--- config.mk ---
export PLATFORM = sky130hd
export DESIGN_NAME = conv_out_buffer
export DESIGN_NICKNAME = d
export VERILOG_FILES = /design/src/rtl/conv_out_buffer.sv
export SDC_FILE = /design/constraint.sdc
export NUM_CORES = 1
export LEC_CHECK = 0
export ABC_AREA = 0
export CORE_UTILIZATION = 58
export DETAILED_ROUTE_END_ITERATION = 10
export PLACE_DENSITY = 0.87
export SKIP_CTS_REPAIR_TIMING = 1
export SYNTH_ARGS = -nofsm -noshare
export SYNTH_HDL_FRONTEND = slang
export SYNTH_SLANG_ARGS = --single-unit
--- constraint.sdc ---
create_clock -name clk -period 3.5 [get_ports clk]
set_input_delay 0.7 -clock clk [delete_from_list [all_inputs] [get_ports clk]]
set_output_delay 0.7 -clock clk [all_outputs]
set_load 0.01 [all_outputs]
--- src/rtl/conv_out_buffer.sv ---
// conv_out_buffer: optional ReLU plus saturation of accumulator results into a small FIFO,
// with a one-cycle pulse after the last output of each frame is popped.
module conv_out_buffer #(
  parameter int IN_WIDTH  = 20,
  parameter int OUT_WIDTH = 16,
  parameter int DEPTH     = 8,
  parameter int Y_COUNT   = 64,
  parameter int RELU      = 0
) (
  input  logic                        clk,
  input  logic                        reset,
  input  logic signed [IN_WIDTH-1:0]  s_data,
  input  logic                        s_valid,
  output logic                        s_ready,
  output logic signed [OUT_WIDTH-1:0] m_data,
  output logic                        m_valid,
  input  logic                        m_ready,
  output logic                        frame_done,
  output logic [7:0]                  sat_count
);
  localparam int AW = $clog2(DEPTH);
  localparam int FW = $clog2(Y_COUNT + 1);
  localparam logic [AW:0] FULL = (AW+1)'(DEPTH);
  localparam logic [FW-1:0] LAST = FW'(Y_COUNT - 1);
  localparam logic signed [IN_WIDTH-1:0] MAX = {{(IN_WIDTH-OUT_WIDTH+1){1'b0}}, {(OUT_WIDTH-1){1'b1}}};
  localparam logic signed [IN_WIDTH-1:0] MIN = ~MAX;

  logic signed [OUT_WIDTH-1:0] mem_q [DEPTH];
  logic [AW-1:0] wr_q, wr_d, rd_q, rd_d;
  logic [AW:0] cnt_q, cnt_d;
  logic [FW-1:0] frm_q, frm_d;
  logic done_q, done_d;
  logic [7:0] sat_q, sat_d;
  logic signed [IN_WIDTH-1:0] v;
  logic signed [OUT_WIDTH-1:0] w;
  logic hi, lo, push, pop;

  assign s_ready    = (cnt_q != FULL) && !reset;
  assign m_valid    = cnt_q != '0;
  assign m_data     = mem_q[rd_q];
  assign frame_done = done_q;
  assign sat_count  = sat_q;

  always_comb begin
    push   = s_valid && s_ready;
    pop    = m_valid && m_ready;
    v      = (RELU != 0 && s_data[IN_WIDTH-1]) ? '0 : s_data;
    hi     = v > MAX;
    lo     = v < MIN;
    w      = hi ? MAX[OUT_WIDTH-1:0] : lo ? MIN[OUT_WIDTH-1:0] : v[OUT_WIDTH-1:0];
    wr_d   = push ? wr_q + AW'(1) : wr_q;
    rd_d   = pop ? rd_q + AW'(1) : rd_q;
    cnt_d  = (push && !pop) ? cnt_q + (AW+1)'(1) : (pop && !push) ? cnt_q - (AW+1)'(1) : cnt_q;
    frm_d  = pop ? ((frm_q == LAST) ? '0 : frm_q + FW'(1)) : frm_q;
    done_d = pop && (frm_q == LAST);
    sat_d  = (push && (hi || lo) && sat_q != 8'hff) ? sat_q + 8'd1 : sat_q;
  end

  always_ff @(posedge clk) begin
    if (reset) begin
      wr_q   <= '0;
      rd_q   <= '0;
      cnt_q  <= '0;
      frm_q  <= '0;
      done_q <= 1'b0;
      sat_q  <= '0;
    end else begin
      wr_q   <= wr_d;
      rd_q   <= rd_d;
      cnt_q  <= cnt_d;
      frm_q  <= frm_d;
      done_q <= done_d;
      sat_q  <= sat_d;
    end
  end

  // Storage needs no reset: occupancy gates every read.
  always_ff @(posedge clk) begin
    if (push) mem_q[wr_q] <= w;
  end
endmodule

==> metrics.md <==
| Metric | Value |
|---|---|
| Status | finished, final reports clean |
| TNS Setup | 0 ns |
| Minimum clock period | 3.20 ns |
| Gr usage total | 23.1% |
| Row count | 37 |
| Synth Area in XOR/XNOR | 1.51% |
| Vias in the first global route | 3605 |
| Port buffer count | 50 |
| Htree depth | 4 |
| Skew-Pair Late Insertion Delay | between 0.5 and 0.6 ns |
| DPL Wire Length | around 7000 µm |
| Met1 global-route usage | 28.8% |
| CTS tree | yes |
| Clock Sinks | approximately 160 |
| Total Power | around 4.9 mW |
| Die width | roughly 110 µm |
| CP Class | flop to output pin |
| Post-Synth Adder-Cell Area | between 1.5 and 2% |
| Layout cell share with drive strength beyond 1 | 24.4% |
| Placer Congestion | 0.761 |
| Placeable Area | 10500 µm² |
| DRC | 0 |
| DRT Pass-1 Iters | 4 |
| Remaining Overflow, GRT | 0 |
| Pwr dens | ~630 nW/µm² |
| CP cell instances | buf_12, mux4_2, mux2_2, clkdlybuf4s50_1 |
| Largest net degree at the start of global routing | 33 |
| Relative slew slack | roughly two thirds |
| Hold Path Class | flop to flop |
| Chip height | approximately 110 µm |
| First-pass GRT wire length | approximately 19000 µm |
| Register bit total from synthesis | roughly 160 |
| Detailed-route via count | between 3000 and 4000 |
| Mux cell area share after synthesis | 15.8% |
| Max FO, Critical Path | 32 |
| Initial antenna violation count | 0 |
| Startpoint Class | flop |
| Grt met2 use | a little under two fifths |
| CP Capture Type | output pin |
| Total CTS buffers | 17 |
| Yosys warns | 0 |
| Arrival time at the worst endpoint | roughly 2.5 ns |
| Clock Pin Slew Worst Setup and Hold Paths | 0.07 ns |
| Busiest grt layer | met2 |
| Combinational family with the most area after synthesis | multiplexers |
| Syn Std Cell Area | approximately 6400 µm² |
| Via density per instance | between 6 and 7 |
| Setup violations, final | 0 |
| Lkg Pwr | about 2.6 nW |
| Antenna-violating nets left | 0 |
| Max cap viols | 0 |
| WL per Instance | between 20 and 25 µm |
| Finished Layout Cells | roughly 580 |
| Synth Area in Compound Gates | around 3.2% |
| Post-Route Skew | around 0.01 ns |
| GRT met3 Usage | 6.44% |
| Post-synthesis sequential area ratio | 69.3% |
| Area growth from synthesis to layout | 20.2% |
| Die area | around 11000 µm² |
| Tcrit/Tclk final | 91.5% |
| Net Count, Synth | 397 |
| Achievable frequency | around 0.31 GHz |
| Fin. Hold Viols | 0 |
| Most used DFF post-synth | edfxtp_1 |
| Boundary Pins | 51 |
| Unrepaired setup endpoints after global routing | false |
| Synthesized area per cell | 17.5 µm² |
| Synth Area in Simple Gates | just under 7% |
| CTS root buffer | clkbuf_8 |
| Antenna cells | 0 |
| Initial DRC count | 224 |
| Hold slack | approximately 0.46 ns |
| # nets final | 462 |
| Worst-Margin Slew | between 0.4 and 0.5 ns |
| WP data required | 2.80 ns |
| Initial cell density of the core | 60.8% |
| Post-layout util | between 70 and 80% |
| VDD IR max | approximately 0.00052 V |
| Yosys cell types | 42 |
| Clock buffer depth | 2 |
| Post-synth EDFFs | approximately 130 |
| Largest stage delay, worst path | 0.56 ns |
| Drt total wl | about 12000 µm |
| Post-Syn Instances | about 370 |
| Crit-path slowest cell | mux4_2 |
| Final Slew Violations | 0 |
| Async SR Flop Fraction | 0% |
| Post-Place Cells | roughly 550 |
## power breakdown
group | switching, mW | internal (mW)
combinational | 0.415 | 0.522
clock | 0.770 | 0.972
sequential | 0.0609 | 2.11
total | 1.25 | 3.61
## synth_stat cells (6+ instances only)
cell type	instances	share of area, %
edfxtp_1	128	60
mux4_2	32	11
dfxtp_1	29	9.1
nor2_1	23	1.4
mux2_2	17	3.0
o21a_1	15	1.8
nand2_1	12	0.71
nand4_1	9	0.88
clkbuf_1	7	0.41
ha_1	7	1.4
mux2i_1	7	1.1
nand2b_1	7	0.69
xor2_1	7	0.96
a21oi_1	6	0.47
nor4_1	6	0.59
## kinds of logic after synthesis
kind of cell / after synthesis
buffers and inverters: 23
AO/OA/AOI/OAI: 28
multiplexers: 58
XOR/XNOR: 11
adder cells (fa/ha/maj): 8
AND/OR/NAND/NOR: 80
flip-flops: 157
## critical path: cells and delay by family, from the launching register on
| family | cells | cell delay [ns] |
|---|---|---|
| buffers and inverters | 2 | 0.74 |
| flip-flops | 1 | 0.34 |
| multiplexers | 2 | 0.86 |
## layer usage
metal | routed length [µm] | vias to the layer above
li1 | - | 1580
met1 | 4780 | 1751
met2 | 6240 | 143
met3 | 739 | 18
met4 | 229 | 0
met5 | 0 | -
## worst paths after layout
kind              cells past startpoint                    end  slack, ns             startpoint
hold reg to reg                       1  frame_done$_SDFF_PP0_       0.46  frm_q[6]$_SDFFE_PP0P_
setup / recovery                      4             m_data[15]       0.30                   flop
setup reg to reg                     10  cnt_q[3]$_SDFFE_PP0P_       0.54  cnt_q[0]$_SDFFE_PP0P_
hold / removal                        1  frame_done$_SDFF_PP0_       0.46  frm_q[6]$_SDFFE_PP0P_
## registers in the layout (all words and copies together) (netlist names), named ones only
name,count
mem_q,128
rd_q,3
cnt_q,4
frm_q,7
sat_count,8
frame_done,1
wr_q,3
## layout make-up
cell class / count / area [µm²]
Inverter: 4 / 15.0
Tap cell: 136 / 170
Timing Repair Buffer: 65 / 626
Clock buffer: 18 / 418
Multi-Input combinational cell: 185 / 1880
Clock inverter: 14 / 145
Fill cell: 598 / 2830
Sequential cell: 157 / 4430
## cells in the final DEF, fill, tap and decap left out, drive strengths merged, types with 2 or more instances in the layout
cell and n:
edfxtp 128, nand4 9, nand2b 7, clkdlybuf4s50 50
clkbuf 18, dfxtp 29, a21oi 6, nor2b 4
nor2 23, and4 3, xor2 7, nor3 5
o31ai 2, mux4 32, o21a 15, mux2i 7
mux2 19, xnor2 4, buf 15, inv 14
ha 7, nor4 6, nand2 13, or4 2
nand3 4, clkinv 3
## metrics by stage
stage / setup WS (ns) / cell area [µm²]
after floorplan: 0.345 / 6380
after global placement: 0.255 / 7110
after detailed placement: 0.0423 / 7110
after CTS: 0.248 / 7680
after global routing: 0.226 / 7680
final: 0.298 / 7680
Power figures use the tool's default switching activity.
